[src/rtl/fault_detect_chklive_ts.sv]
// fault_detect_chklive_ts
//   VRM fault detector for a power sequencer. Each rail is watched for:
//     - droop:   pgood lost while the rail's chklive window is open (or while
//                critical_fail is high), filtered over FILTER_CNT cycles
//     - timeout: pgood not reached within PG_TIMEOUT cycles of enable
//   The first capture cycle latches per-rail flags, their class and the
//   lowest failing rail index. Everything is held until fault_clear.
//
// Ports
//   clk, reset          clock, asynchronous active-high reset
//   vrm_enable[N]       rail enable
//   vrm_pgood[N]        rail power good (synchronous to clk)
//   vrm_chklive_en[N]   open the droop-check window
//   vrm_chklive_dis[N]  close the droop-check window (wins over en)
//   critical_fail       monitor all rails, bypass the droop filter
//   fault_clear         clear flags, counters and first-fault capture
//   lock                block new fault capture
//   vrm_fault[N]        per-rail fault flag
//   vrm_fault_tmo[N]    fault class (1 = timeout, 0 = droop)
//   any_vrm_fault       OR of vrm_fault
//   first_fault_valid   first-fault capture holds data
//   first_fault_idx     index of the first failing rail
//   first_fault_tmo     class of the first fault
module fault_detect_chklive_ts #(
  parameter int unsigned NUMBER_OF_VRM = 1,
  parameter int unsigned FILTER_CNT    = 4,
  parameter int unsigned PG_TIMEOUT    = 1000,
  parameter int unsigned TMO_W         = 16,
  parameter int unsigned IDX_W         = (NUMBER_OF_VRM > 1) ? $clog2(NUMBER_OF_VRM) : 1
) (
  input  logic                     clk,
  input  logic                     reset,
  input  logic [NUMBER_OF_VRM-1:0] vrm_enable,
  input  logic [NUMBER_OF_VRM-1:0] vrm_pgood,
  input  logic [NUMBER_OF_VRM-1:0] vrm_chklive_en,
  input  logic [NUMBER_OF_VRM-1:0] vrm_chklive_dis,
  input  logic                     critical_fail,
  input  logic                     fault_clear,
  input  logic                     lock,
  output logic [NUMBER_OF_VRM-1:0] vrm_fault,
  output logic [NUMBER_OF_VRM-1:0] vrm_fault_tmo,
  output logic                     any_vrm_fault,
  output logic                     first_fault_valid,
  output logic [IDX_W-1:0]         first_fault_idx,
  output logic                     first_fault_tmo
);

  localparam int unsigned CNT_W = $clog2(FILTER_CNT + 1);

  // Filter count reaches LOW_LAST on the FILTER_CNT-th bad cycle, then
  // saturates at LOW_MAX so a long droop produces exactly one event.
  localparam logic [CNT_W-1:0] LOW_LAST = CNT_W'(FILTER_CNT - 1);
  localparam logic [CNT_W-1:0] LOW_MAX  = CNT_W'(FILTER_CNT);

  // Same scheme for the ramp timer.
  localparam logic [TMO_W-1:0] TMR_LAST = (PG_TIMEOUT == 0) ? '0 : TMO_W'(PG_TIMEOUT - 1);
  localparam logic [TMO_W-1:0] TMR_MAX  = TMO_W'(PG_TIMEOUT);

  typedef enum logic [1:0] {
    ST_IDLE = 2'd0,
    ST_RAMP = 2'd1,
    ST_UP   = 2'd2
  } rail_st_e;

  // Per-rail state
  logic     [NUMBER_OF_VRM-1:0] chk_q, chk_d;
  rail_st_e                     st_q     [NUMBER_OF_VRM];
  rail_st_e                     st_d     [NUMBER_OF_VRM];
  logic     [CNT_W-1:0]         lowcnt_q [NUMBER_OF_VRM];
  logic     [CNT_W-1:0]         lowcnt_d [NUMBER_OF_VRM];
  logic     [TMO_W-1:0]         tmr_q    [NUMBER_OF_VRM];
  logic     [TMO_W-1:0]         tmr_d    [NUMBER_OF_VRM];

  // Per-rail combinational conditions
  logic [NUMBER_OF_VRM-1:0] monitor_en;
  logic [NUMBER_OF_VRM-1:0] bad;
  logic [NUMBER_OF_VRM-1:0] droop_evt;
  logic [NUMBER_OF_VRM-1:0] tmo_evt;
  logic [NUMBER_OF_VRM-1:0] cap;

  // Latched fault information
  logic [NUMBER_OF_VRM-1:0] fault_q, fault_d;
  logic [NUMBER_OF_VRM-1:0] fault_tmo_q, fault_tmo_d;
  logic                     any_q, any_d;
  logic                     ffv_q, ffv_d;
  logic [IDX_W-1:0]         ffi_q, ffi_d;
  logic                     fft_q, fft_d;
  logic                     lock_en;
  logic                     found;

  // Rail window, droop filter and ramp timer
  always_comb begin
    chk_d      = chk_q;
    monitor_en = '0;
    bad        = '0;
    droop_evt  = '0;
    tmo_evt    = '0;
    for (int unsigned i = 0; i < NUMBER_OF_VRM; i++) begin
      st_d[i]     = st_q[i];
      tmr_d[i]    = tmr_q[i];
      lowcnt_d[i] = lowcnt_q[i];

      if (vrm_chklive_dis[i]) begin
        chk_d[i] = 1'b0;
      end else if (vrm_chklive_en[i]) begin
        chk_d[i] = 1'b1;
      end

      monitor_en[i] = chk_q[i] | critical_fail;
      bad[i]        = vrm_enable[i] & ~vrm_pgood[i] & monitor_en[i];
      droop_evt[i]  = bad[i] & ((lowcnt_q[i] == LOW_LAST) | critical_fail);
      tmo_evt[i]    = (PG_TIMEOUT != 0) && (st_q[i] == ST_RAMP) &&
                      !vrm_pgood[i] && (tmr_q[i] == TMR_LAST);

      if (fault_clear || !bad[i]) begin
        lowcnt_d[i] = '0;
      end else if (lowcnt_q[i] != LOW_MAX) begin
        lowcnt_d[i] = lowcnt_q[i] + CNT_W'(1);
      end

      if (!vrm_enable[i]) begin
        st_d[i]  = ST_IDLE;
        tmr_d[i] = '0;
      end else begin
        case (st_q[i])
          ST_IDLE: begin
            st_d[i]  = ST_RAMP;
            tmr_d[i] = '0;
          end
          ST_RAMP: begin
            if (vrm_pgood[i]) begin
              st_d[i]  = ST_UP;
              tmr_d[i] = '0;
            end else if (tmr_q[i] != TMR_MAX) begin
              tmr_d[i] = tmr_q[i] + TMO_W'(1);
            end
          end
          ST_UP:   st_d[i] = ST_UP;
          default: st_d[i] = ST_IDLE;
        endcase
      end

      // A rail left in RAMP keeps ramping but restarts its timeout window.
      if (fault_clear) begin
        tmr_d[i] = '0;
      end
    end
  end

  // Fault capture and first-fault latch
  always_comb begin
    lock_en     = (|fault_q) | lock;
    cap         = (droop_evt | tmo_evt) & {NUMBER_OF_VRM{~lock_en}};
    fault_d     = fault_q;
    fault_tmo_d = fault_tmo_q;
    ffv_d       = ffv_q;
    ffi_d       = ffi_q;
    fft_d       = fft_q;
    found       = 1'b0;

    if (fault_clear) begin
      fault_d     = '0;
      fault_tmo_d = '0;
      ffv_d       = 1'b0;
      ffi_d       = '0;
      fft_d       = 1'b0;
    end else begin
      fault_d     = fault_q | cap;
      // Timeout takes precedence when both events hit a rail together.
      fault_tmo_d = (fault_tmo_q & ~cap) | (tmo_evt & cap);
      if (!ffv_q && (|cap)) begin
        ffv_d = 1'b1;
        for (int unsigned i = 0; i < NUMBER_OF_VRM; i++) begin
          if (cap[i] && !found) begin
            found = 1'b1;
            ffi_d = IDX_W'(i);
            fft_d = tmo_evt[i];
          end
        end
      end
    end

    any_d = |fault_d;
  end

  always_ff @(posedge clk or posedge reset) begin
    if (reset) begin
      chk_q       <= '0;
      fault_q     <= '0;
      fault_tmo_q <= '0;
      any_q       <= 1'b0;
      ffv_q       <= 1'b0;
      ffi_q       <= '0;
      fft_q       <= 1'b0;
      for (int unsigned i = 0; i < NUMBER_OF_VRM; i++) begin
        st_q[i]     <= ST_IDLE;
        lowcnt_q[i] <= '0;
        tmr_q[i]    <= '0;
      end
    end else begin
      chk_q       <= chk_d;
      fault_q     <= fault_d;
      fault_tmo_q <= fault_tmo_d;
      any_q       <= any_d;
      ffv_q       <= ffv_d;
      ffi_q       <= ffi_d;
      fft_q       <= fft_d;
      for (int unsigned i = 0; i < NUMBER_OF_VRM; i++) begin
        st_q[i]     <= st_d[i];
        lowcnt_q[i] <= lowcnt_d[i];
        tmr_q[i]    <= tmr_d[i];
      end
    end
  end

  assign vrm_fault         = fault_q;
  assign vrm_fault_tmo     = fault_tmo_q;
  assign any_vrm_fault     = any_q;
  assign first_fault_valid = ffv_q;
  assign first_fault_idx   = ffi_q;
  assign first_fault_tmo   = fft_q;

endmodule
[config.mk]
export PLATFORM = sky130hd
export DESIGN_NAME = fault_detect_chklive_ts
export DESIGN_NICKNAME = d
export VERILOG_FILES = /design/src/rtl/fault_detect_chklive_ts.sv
export SDC_FILE = /design/constraint.sdc
export NUM_CORES = 1
export LEC_CHECK = 0
export CORE_MARGIN = 3
export CORE_UTILIZATION = 45
export DETAILED_ROUTE_END_ITERATION = 12
export GPL_TIMING_DRIVEN = 1
export PLACE_DENSITY = 0.66
export REMOVE_ABC_BUFFERS = 1
export SKIP_LAST_GASP = 1
export SYNTH_ARGS = -nofsm -noshare
export SYNTH_HDL_FRONTEND = slang
export SYNTH_SLANG_ARGS = --single-unit
[constraint.sdc]
create_clock -name clk -period 6 [get_ports clk]
set_input_delay 0.9 -clock clk [delete_from_list [all_inputs] [get_ports clk]]
set_output_delay 0.9 -clock clk [all_outputs]
set_load 0.1 [all_outputs]
# After elaboration in Yosys (flattened, before gate mapping)

Cells that the tools add are included.

Memories: 0
Bits in latches: 0
Bits in registers: 27
Output and inout port bits: 6
Bits in writable memories: 0
Bits of input ports: 9
ROM bits: 0

Bitwise operators: 15
Muxes and demuxes: 22
Shift-type cells: 0
$lt $le $gt $ge: 0
Div/mod/pow operators: 0
Equality and inequality tests: 9
Reduce and logical (&&, ||, !) cells: 14
Multiply operators: 0
Add/subtract/negate cells: 2

Operators by type and width:

| cell                                                               | number |
|---|---|
| 16-bit 2-to-1 mux                                                  | 4 |
| 16-bit one-hot mux with 2 select lines                             | 1 |
| 16-bit by 1-bit adder with 16-bit output (second input constant)   | 1 |
| 16-bit by 10-bit == test with 1-bit output (second input constant) | 1 |
| 16-bit by 10-bit != test with 1-bit output (second input constant) | 1 |
| 1-bit 2-to-1 mux                                                   | 12 |
| 2-bit nonzero test                                                 | 4 |
| 1-bit AND                                                          | 6 |
| 3-bit 2-to-1 mux                                                   | 2 |
| 3-bit != test (second input constant)                              | 2 |
| 1-bit bitwise OR                                                   | 6 |
| 2-bit one-hot mux with 3 select lines                              | 1 |
| 5-bit by 4-bit != test with 1-bit output (second input constant)   | 1 |
| 2-bit 2-to-1 mux                                                   | 2 |
| 4-bit by 1-bit != test with 1-bit output (second input constant)   | 1 |
| 2-bit AND reduction                                                | 2 |
| 3-bit by 1-bit adder with 3-bit output (second input constant)     | 1 |
| 3-bit by 2-bit == test with 1-bit output (second input constant)   | 1 |
| 1-bit logical AND                                                  | 3 |
| 1-bit zero test                                                    | 3 |
| 1-bit inverter                                                     | 3 |
| 2-bit by 1-bit == test with 1-bit output (second input constant)   | 1 |
| 2-bit == test (second input constant)                              | 1 |
| 2-bit zero test                                                    | 1 |
| 1-bit logical OR                                                   | 1 |

# Logic depth before layout (Yosys ltp)

Gate-level depths: netlist (run 1).

Depth in word-level cells: 10
Gate-level depth with buffers: 7
Gate-level depth less buffers: 6

# Worst setup path after synthesis (run 1)

OpenSTA, ideal clock, no wires.

Path kind: input -> register
Start: in fault_clear
End: reg tmr_q[7] (netlist name)
Stages on the path: 4
Arrival time: 2189 ps
Library setup time: 125 ps
Path slack: 3686 ps
Cell sequence: buf_4 -> or4bb_2 -> o21ai_2 -> mux2_2

Word-level cells in the longest chain between the ends: 2
Elaborated cells on any way between the ends: 4

RTL lines:

| item                                                                                                                  | RTL line | source |
|---|---|---|
| start: declaration                                                                                                    | 38       | `input logic fault_clear,` |
| 5-bit by 4-bit != test with 1-bit output (no source line) or 4-bit by 1-bit != test with 1-bit output (tied branches) | n/a      |  |
| 2-bit AND reduction (no source line)                                                                                  | n/a      |  |
| end signal: indexed assignment                                                                                        | 211      | `tmr_q[i] <= tmr_d[i];` |
| end: declaration                                                                                                      | 71       | `logic [TMO_W-1:0] tmr_q [NUMBER_OF_VRM];` |

Parallel ways exist; a longest one is shown, timed or not.
A chain may end at the register's enable or synchronous reset.

# Worst setup path after layout (run 1)

Start: reg any_q, in the netlist any_vrm_fault
End: out any_vrm_fault

RTL lines:

| item                     | RTL line | source |
|---|---|---|
| start: declaration       | 84       | `logic any_q, any_d;` |
| start signal: assignment | 204      | `any_q <= any_d;` |
| end: declaration         | 42       | `output logic any_vrm_fault,` |

No word-level cell between the ends.

==> impl_metrics.py, run 1 <==
metrics = {
    "outcome": {
        "status": "complete, no violations",
    },
    "hold_path": {
        "worstHoldEndpoint": "tmr_q[14]$_DFFE_PP0P_",
        "hold_start": "tmr_q[14]$_DFFE_PP0P_",
        "whs_path_depth": 1,
        "hp-class": "flop to flop",
    },
    "synthesis": {
        "async_flop_share": 1.000,
        "synth_top_area_share": 0.4044,
        "netlist_instances": 176,
        "synth_top_area_cell": "dfrtp_1",
        "synth_edf_count": 0,
        "synth_ff_type": "dfrtp_1",
        "synth.top_cells.by_area": "dfrtp_1 (40%), ha_1 (6.2%), nand2_1 (4.7%), a21oi_1 (3.7%), nor2_1 (3.5%)",
        "ys.warnings.count": 0,
        "synth_cell_types": 47,
        "synth.avg_cell_area_sq_um": 9.142,
        "synth-seq-cells": 26,
        "synth_area_sq_mm": 0.001609,
        "yosysSeqAreaShare": 0.4044,
    },
    "route": {
        "drt_iter0_drc": 115,
        "ant_nets": 0,
        "via_count": 1365,
        "wl_um": 3570,
        "drtPass1Iterations": 4,
        "wire_per_inst_um": 15.32,
        "vias_per_cell": 5.858,
        "drc": 0,
    },
    "timing": {
        "skew_ns": 0.004049,
        "fin_ws_ns": 3.126,
        "finalSetupViolCount": 0,
        "post-route-period-util": 0.4790,
        "slew_violations": 0,
        "setup_tns_ns": 0,
        "tightest_slew_ns": 0.9795,
        "holdWs_ns": 0.5297,
        "relSlewSlack": 0.3463,
        "rsz0062_at_grt": "no",
        "fin_crit_ns": 2.874,
        "fmax_ghz": 0.3480,
        "final_hold_viol_count": 0,
    },
    "setup_path": {
        "reg2reg_depth": 4,
        "critPathKind": "flop to primary output",
        "crit_slowest_cell": "clkdlybuf4s50_1",
        "critPathMaxFanout": 7,
        "rrSetupSlack_ns": 3.82,
        "crit_buf_inv": 1,
        "rr_endpoint": "tmr_q[7]$_DFFE_PP0P_",
        "max_stage_delay_ns": 1.17,
        "end_kind": "primary output",
        "start_kind": "flop",
        "required_ns": 5.10,
        "worstPathCellList": "clkdlybuf4s50_1",
        "cp_top_family": "buffers and inverters",
        "r2r_start": "tmr_q[13]$_DFFE_PP0P_",
        "worst_ep_arrival_time_ns": 1.97,
    },
    "floorplan": {
        "io_pins": 15,
        "fp.dieW_um": 65.80,
        "die_y_um": 65.80,
        "core_sq_mm": 0.003390,
        "die-area_sq_mm": 0.004329,
        "start_util": 0.4747,
        "rows": 21,
    },
    "pwr": {
        "swShare": 0.2954,
        "power_frac_seq": 0.474,
        "p_clk_frac": 0.307,
        "p_leak_nw": 0.6612,
        "ir_drop_v": 0.0001338,
        "p_switching_w": 0.0001168,
        "power.density_mw_per_mm2": 218.6,
        "p_int_w": 0.0002785,
        "p_comb_frac": 0.219,
    },
    "clock_tree": {
        "cts_made_buffers": 3,
        "cts_tree": "done",
        "postCtsSetupRepairBufs": 0,
        "root_buffer": "clkbuf_4",
        "cts_resized": 0,
        "cts.sinks": 26,
        "clkLatencyLatePin_ns": 0.33,
        "cts.clk_slew.worst_paths_ns": 0.14,
        "h-tree-depth": 1,
        "clockBufferDepth": 2,
        "hold_buffers": 0,
    },
    "final_layout": {
        "layout-drive-gt1-share": 0.08021,
        "syn2layout_area_growth_pct": 12.36,
        "fin_util": 0.5334,
        "multi_input_area_sq_um": 875.8,
        "antenna_cells": 0,
        "seq_area_sq_um": 650.6,
        "nets": 205,
        "fill_cells": 309,
        "instances_no_fill": 233,
    },
    "placed_design": {
        "place_hpwl_um": 2727,
        "dp.cells": 229,
        "gp_congestion": 0.8457,
        "port-buffer-count": 13,
        "place_worst_setup_slack_ns": 3.135,
    },
    "global_route": {
        "grt_overflow": 0,
        "grt_pass1_vias": 1296,
        "track_usage": 0.1798,
        "grt_pass1_wl_um": 6106,
        "antenna_found_initial": 0,
        "grt_max_degree": 27,
    },
    "run": {
        "maxCapViolCount": 0,
    },
}
[cells by family (layout without fill, tap and decap cells)]
group                      Yosys count  count (layout)  synth area share
AOI/OAI and AO/OA                   40              40            0.1625
adders and majority gates            8               8           0.06221
DFF                                 26              26            0.4044
and+or+nand+nor                     78              78            0.2830
buffers and inverters               17              28           0.05132
other                                1               1          0.002331
xor gates and xnor gates             5               5           0.02721
muxes                                1               1          0.006998
[how the worst max path moves through the flow]
| stage | end | slack [ns] | depth (start not counted) | startpoint |
|---|---|---|---|---|
| after global routing | any_vrm_fault | 3.06 | 1 | any_vrm_fault$_DFF_PP0_ |
| after detailed placement | tmr_q[7]$_DFFE_PP0P_ | 3.14 | 5 | fault_clear |
| after CTS | any_vrm_fault | 3.12 | 1 | any_vrm_fault$_DFF_PP0_ |
| final | any_vrm_fault | 3.13 | 1 | any_vrm_fault$_DFF_PP0_ |
| after global placement | tmr_q[7]$_DFFE_PP0P_ | 3.18 | 4 | vrm_enable |
| after floorplan | any_vrm_fault | 3.55 | 0 | any_vrm_fault$_DFF_PP0_ |
[cell usage in the layout, fill, tap and decap left out, types with 2 or more instances in the layout]
cell type        synthesis  layout
nand2_1                 20      20
o31ai_1                  4       4
o21ai_0                  5       5
ha_1                     8       8
clkdlybuf4s50_1          0      13
nand2b_1                 3       3
a21oi_1                 12      12
clkbuf_4                 0       3
nand4_1                  4       4
nor4_1                   6       6
a21boi_0                 2       2
a31oi_1                  5       5
nor3b_1                  2       2
or4_4                    3       3
or4_1                    2       2
nor3_1                   2       2
xnor2_1                  5       5
inv_1                   11      11
nand3_1                  6       6
dfrtp_1                 26      26
nand4b_1                 2       2
or3_1                    3       3
nor2_1                  15      15
nor2b_1                  2       2
[sequential cells by signal (all words and copies together), names as in the netlist]
signal	count
first_fault_valid	1
lowcnt_q	3
st_q	2
any_vrm_fault	1
tmr_q	16
vrm_fault_tmo	1
chk_q	1
first_fault_tmo	1
[through the flow]
step / area (sq um) / power, W
finish: 1808 / 0.0003953
global route: 1808 / 0.0004138
CTS: 1808 / 0.0003990
detailed placement: 1755 / 0.0002766
global placement: 1755 / 0.0002713
floorplan: 1568 / 0.0002507
[metal layers]
metal,share of wire,vias up,GRT usage
met2,0.48,41,0.2904
met5,0,-,0
met1,0.47,658,0.2535
li1,-,661,-
met3,0.040,5,0.02041
met4,0.013,0,0.04922
[power by group through the flow]
stage                     Clock, W  Sequential (W)  Combinational (W)
after floorplan                  0        0.000193          0.0000576
after global placement           0        0.000190          0.0000816
after detailed placement         0        0.000191          0.0000857
after CTS                 0.000125        0.000187          0.0000861
after global routing      0.000130        0.000189          0.0000955
final                     0.000121        0.000187          0.0000866
[synthesized netlist by cell type (3+ instances only)]
master	n
o21ai_0	5
nand3_1	6
or3_1	3
nor4_1	6
nand2b_1	3
nand2_1	20
a21oi_1	12
a31oi_1	5
or4_4	3
ha_1	8
buf_4	3
o31ai_1	4
nand4_1	4
nor2_1	15
inv_1	11
dfrtp_1	26
xnor2_1	5
[area by class of cell]
type                    count  area share
clock buffers               3     0.01246
clock inverters             1     0.01661
inverters                  11     0.02284
multi-input cells         133      0.4844
flip-flops and latches     26      0.3599
well taps                  46     0.03183
repair buffers             13     0.07197
(Power assumes the default switching activity.)
==> inputs of run 2 (changes only) <==
--- a/config.mk
+++ b/config.mk
@@ -9,7 +9,7 @@
 export CORE_UTILIZATION = 45
 export DETAILED_ROUTE_END_ITERATION = 12
 export GPL_TIMING_DRIVEN = 1
-export PLACE_DENSITY = 0.66
+export PLACE_DENSITY = 0.69
 export REMOVE_ABC_BUFFERS = 1
 export SKIP_LAST_GASP = 1
 export SYNTH_ARGS = -nofsm -noshare
==> constraint.sdc (replaced) <==
create_clock -name clk -period 2.4 [get_ports clk]
set_input_delay 0.36 -clock clk [delete_from_list [all_inputs] [get_ports clk]]
set_output_delay 0.36 -clock clk [all_outputs]
set_load 0.1 [all_outputs]
==> run 2 against run 1 <==
Net effect:
- sequential cell count is the same
- power rose to 2.5 times the previous value
- hold slack lost 0.15 ns
- register-to-register slack got worse by 3.6 ns
- core utilization up 1.2 points
- largest power group unchanged
- clock power increased to 2.5 times the previous value
- via count grew 3.2%
- worst setup slack got worse by 2.9 ns
==> impl_metrics.py, run 2 (synthesis gave the netlist of run 1 again) <==
metrics = {
    "clock_tree": {
        "h-tree-depth": 1,
        "hold_buffers": 0,
        "clockBufferDepth": 2,
        "cts.clk_slew.worst_paths_ns": 0.15,
        "postCtsSetupRepairBufs": 0,
        "cts.sinks": 26,
        "cts_made_buffers": 3,
        "cts_resized": 0,
        "root_buffer": "clkbuf_4",
        "cts_tree": "done",
        "clkLatencyLatePin_ns": 0.32,
    },
    "setup_path": {
        "critPathMaxFanout": 5,
        "crit_path_frequent_cell": "or4_4",
        "worst_ep_arrival_time_ns": 2.39,
        "critPathKind": "flop to flop",
        "crit_buf_inv": 0,
        "end_kind": "flop",
        "cp_top_family": "simple AND/OR/NAND/NOR gates",
        "worstPathCellList": "or4_4 -> or4_4 -> o21ai_2 -> mux2_2",
        "required_ns": 2.63,
        "start_kind": "flop",
        "max_stage_delay_ns": 0.57,
        "crit_slowest_cell": "or4_4",
    },
    "placed_design": {
        "place_hpwl_um": 2750,
        "dp.cells": 236,
        "gp_congestion": 0.8852,
        "place_worst_setup_slack_ns": 0.07462,
        "port-buffer-count": 13,
    },
    "timing": {
        "slew_violations": 0,
        "rsz0062_at_grt": "no",
        "post-route-period-util": 0.9024,
        "setup_tns_ns": 0,
        "fin_crit_ns": 2.166,
        "final_hold_viol_count": 0,
        "relSlewSlack": 0.6496,
        "fin_ws_ns": 0.2342,
        "tightest_slew_ns": 0.5216,
        "skew_ns": 0.002783,
        "finalSetupViolCount": 0,
        "fmax_ghz": 0.4617,
    },
    "floorplan": {
        "die_y_um": 65.80,
        "io_pins": 15,
        "fp.dieW_um": 65.80,
        "core_sq_mm": 0.003390,
        "die-area_sq_mm": 0.004329,
        "start_util": 0.4747,
        "rows": 21,
    },
    "final_layout": {
        "instances_no_fill": 240,
        "reg_top3": "tmr_q (16), lowcnt_q (3), st_q (2)",
        "antenna_cells": 0,
        "layout_common_cells": "dfrtp_1 (26), nand2_1 (20), nor2_1 (15), a21oi_1 (12), buf_4 (12)",
        "largest_register_ffs": 16,
        "syn2layout_area_growth_pct": 14.85,
        "top_register": "tmr_q",
        "mostFrequentLayoutCell": "dfrtp_1",
        "layout-drive-gt1-share": 0.1392,
        "nets": 212,
        "fill_cells": 305,
    },
    "global_route": {
        "grt_pass1_vias": 1384,
        "grt_overflow": 0,
        "grt_pass1_wl_um": 6486,
        "track_usage": 0.1896,
        "use_met1": 0.2608,
        "grt_max_degree": 27,
        "met3_usage": 0.03571,
        "antenna_found_initial": 0,
        "busiest_layer": "met2",
        "grt_util_met2": 0.3029,
    },
    "route": {
        "drc": 0,
        "drt_iter0_drc": 55,
        "drtPass1Iterations": 4,
        "ant_nets": 0,
        "via_count": 1408,
        "vias_per_cell": 5.867,
        "wl_um": 3592,
        "wire_per_inst_um": 14.97,
    },
    "pwr": {
        "power.density_mw_per_mm2": 541.5,
        "ir_drop_v": 0.0003128,
        "p_leak_nw": 0.7061,
    },
    "hold_path": {
        "hp-class": "primary input to asynchronous set/reset pin",
    },
    "run": {
        "maxCapViolCount": 0,
    },
    "outcome": {
        "status": "complete, no violations",
    },
}
## run 2: cell count changes in the layout (fill, tap and decap cells not counted), sizes merged
cell,delta
buf,+12
clkdlybuf4s50,-5
## run 2: layer usage
layer / routed length (um) / vias up / share of wire
li1: - / 681 / -
met3: 171 / 2 / 0.048
met2: 1749 / 37 / 0.49
met4: 17 / 0 / 0.0047
met1: 1653 / 688 / 0.46
met5: 0 / - / 0
## run 2: final timing paths
check / startpoint / endpoint / slack [ns] / depth (start not counted)
min in group clk: tmr_q[14]$_DFFE_PP0P_ / tmr_q[14]$_DFFE_PP0P_ / 0.53 / 1
setup / recovery: tmr_q[13]$_DFFE_PP0P_ / tmr_q[7]$_DFFE_PP0P_ / 0.23 / 4
hold reg to reg: tmr_q[14]$_DFFE_PP0P_ / tmr_q[14]$_DFFE_PP0P_ / 0.53 / 1
setup reg to reg: tmr_q[13]$_DFFE_PP0P_ / tmr_q[7]$_DFFE_PP0P_ / 0.23 / 4
hold / removal: reset / lowcnt_q[2]$_DFFE_PP0P_ / 0.38 / 3
max in group asynchronous: reset / tmr_q[12]$_DFFE_PP0P_ / 1.77 / 3
## run 2: worst reg2reg max path, cell delays in order (launching register included)
cell and delay (ns):
dfrtp_1 0.45, or4_4 0.57, or4_4 0.57, o21ai_2 0.15, mux2_2 0.34
## run 2: report_power, final
group	leakage, nW	switching [W]	total (W)	internal, W
registers	0.359	0.0000126	0.000468	0.000455
logic	0.319	0.000144	0.000227	0.0000835
clock network	0.0279	0.000137	0.000306	0.000169
total	0.706	0.000293	0.00100	0.000708
## run 2: cell type report
type / count / area, sq um / share of cell area
inverters: 11 / 41.29 / 0.02234
well taps: 46 / 57.56 / 0.03114
flip-flops and latches: 26 / 650.6 / 0.3521
multi-input cells: 133 / 875.8 / 0.4739
clock inverters: 1 / 30.03 / 0.01625
repair buffers: 20 / 170.2 / 0.09208
clock buffers: 3 / 22.52 / 0.01219
## run 2: per-stage QoR
stage                     utilization  total power [W]  hold WS, ns  cell area (sq um)
after floorplan                     -        0.0006267       0.4000               1568
after global placement         0.5297        0.0006916       0.5021               1795
after detailed placement       0.5297        0.0007044       0.5115               1795
after CTS                      0.5452         0.001011       0.3852               1848
after global routing           0.5452         0.001064       0.3929               1848
final                          0.5452         0.001001       0.3782               1848
==> inputs of run 3 (changes only) <==
--- a/config.mk
+++ b/config.mk
@@ -5,9 +5,10 @@
 export SDC_FILE = /design/constraint.sdc
 export NUM_CORES = 1
 export LEC_CHECK = 0
-export CORE_MARGIN = 3
+export CORE_MARGIN = 2
 export CORE_UTILIZATION = 45
 export DETAILED_ROUTE_END_ITERATION = 12
+export GPL_ROUTABILITY_DRIVEN = 0
 export GPL_TIMING_DRIVEN = 1
 export PLACE_DENSITY = 0.69
 export REMOVE_ABC_BUFFERS = 1
==> run 3 against run 2 <==
Net effect:
- hold slack lost 0.027 ns
- clock-buffer cell count is the same
- clock power rose by 1%
- sequential cell count did not move
- sequential power hardly changed
- largest power group unchanged
==> impl_metrics.py, run 3 (synthesis gave the netlist of run 1 again) <==
metrics = {
    "outcome": {
        "status": "complete, no violations",
    },
    "timing": {
        "skew_ns": 0.007767,
        "fin_crit_ns": 2.176,
        "post-route-period-util": 0.9068,
        "setup_tns_ns": 0,
        "finalSetupViolCount": 0,
        "tightest_slew_ns": 0.5276,
        "final_hold_viol_count": 0,
        "slew_violations": 0,
        "relSlewSlack": 0.6456,
        "rsz0062_at_grt": "no",
        "fmax_ghz": 0.4595,
    },
    "clock_tree": {
        "clkLatencyLatePin_ns": 0.34,
        "cts.sinks": 26,
        "cts.clk_slew.worst_paths_ns": 0.15,
        "clockBufferDepth": 2,
        "root_buffer": "clkbuf_4",
        "cts_resized": 0,
        "h-tree-depth": 1,
        "cts_made_buffers": 3,
        "hold_buffers": 0,
        "postCtsSetupRepairBufs": 0,
        "cts_tree": "done",
    },
    "global_route": {
        "grt_overflow": 0,
        "antenna_found_initial": 0,
        "grt_pass1_vias": 1374,
        "grt_pass1_wl_um": 6492,
        "grt_max_degree": 27,
        "track_usage": 0.2006,
    },
    "route": {
        "ant_nets": 0,
        "drc": 0,
        "drtPass1Iterations": 4,
        "maxUsedRoutingLayer": "met4",
        "vias_per_cell": 5.825,
        "wire_per_inst_um": 14.98,
        "wl_met1_um": 1607,
        "via_count": 1398,
        "met2WireLength_um": 1792,
        "dr_wl_met3_um": 140,
        "drt_iter0_drc": 70,
        "wl_um": 3595,
    },
    "final_layout": {
        "mostFrequentLayoutCell": "dfrtp_1",
        "top_register": "tmr_q",
        "antenna_cells": 0,
        "layout-drive-gt1-share": 0.1392,
        "layout_common_cells": "dfrtp_1 (26), nand2_1 (20), nor2_1 (15), a21oi_1 (12), buf_4 (12)",
        "fin_util": 0.5452,
        "syn2layout_area_growth_pct": 14.85,
        "reg_top3": "tmr_q (16), lowcnt_q (3), st_q (2)",
        "largest_register_ffs": 16,
        "nets": 212,
    },
    "run": {
        "maxCapViolCount": 0,
    },
    "setup_path": {
        "start_kind": "flop",
        "critPathKind": "flop to flop",
        "worst_ep_arrival_time_ns": 2.42,
        "critPathMaxFanout": 5,
        "end_kind": "flop",
        "required_ns": 2.65,
        "rrSetupSlack_ns": 0.22,
    },
    "pwr": {
        "p_leak_nw": 0.7061,
        "power.density_mw_per_mm2": 546.1,
        "ir_drop_v": 0.0003477,
    },
    "floorplan": {
        "io_pins": 15,
        "fp.dieW_um": 63.80,
        "core_sq_mm": 0.003390,
        "die-area_sq_mm": 0.004070,
        "start_util": 0.4747,
        "rows": 21,
        "die_y_um": 63.80,
    },
    "placed_design": {
        "place_hpwl_um": 2783,
        "port-buffer-count": 13,
    },
    "hold_path": {
        "hp-class": "primary input to asynchronous set/reset pin",
    },
}
==> run 3: layer usage <==
metal	up-vias	global-route usage
met5	-	0
met4	0	0.07337
met3	5	0.02465
met2	33	0.3294
met1	676	0.2717
li1	684	-
==> run 3: worst max-delay path, stage by stage, from the launching register on <==
cell	delay, ns
dfrtp_1	0.46
or4_4	0.57
or4_4	0.57
o21ai_2	0.15
mux2_2	0.34
==> run 3: cell type report <==
type / count / area, sq um
Timing Repair Buffer: 20 / 170.2
Inverter: 11 / 41.29
Fill cell: 303 / 1541
Tap cell: 46 / 57.56
Sequential cell: 26 / 650.6
Clock inverter: 1 / 30.03
Clock buffer: 3 / 22.52
Multi-Input combinational cell: 133 / 875.8
==> run 3: final timing paths <==
| kind | startpoint | endpoint | cells after the start |
|---|---|---|---|
| max | tmr_q[13]$_DFFE_PP0P_ | tmr_q[7]$_DFFE_PP0P_ | 4 |
| min | reset | lowcnt_q[1]$_DFFE_PP0P_ | 3 |
| max reg2reg | tmr_q[13]$_DFFE_PP0P_ | tmr_q[7]$_DFFE_PP0P_ | 4 |
| min reg2reg | tmr_q[14]$_DFFE_PP0P_ | tmr_q[14]$_DFFE_PP0P_ | 1 |
| max in group asynchronous | reset | tmr_q[9]$_DFFE_PP0P_ | 3 |
| min in group clk | vrm_chklive_dis | chk_q$_DFFE_PP0P_ | 2 |
==> run 3: stage by stage <==
stage	std cells	worst slack (ns)	total power [W]	hold WS, ns	cell area (sq um)
after floorplan	170	0.2906	0.0006267	0.4000	1568
after global placement	236	0.1438	0.0006912	0.5023	1795
after global routing	240	0.1465	0.001067	0.3806	1848
final	240	0.2236	0.001009	0.3511	1848
after CTS	240	0.2433	0.001018	0.3549	1848
after detailed placement	236	0.06970	0.0007068	0.5272	1795
==> run 3: power by group <==
part           switching, W  leakage, nW  total, W  internal [W]
clock              0.000141       0.0279  0.000310      0.000169
sequential        0.0000122        0.359  0.000467      0.000455
combinational      0.000147        0.319  0.000231     0.0000843
total              0.000300        0.706   0.00101      0.000709
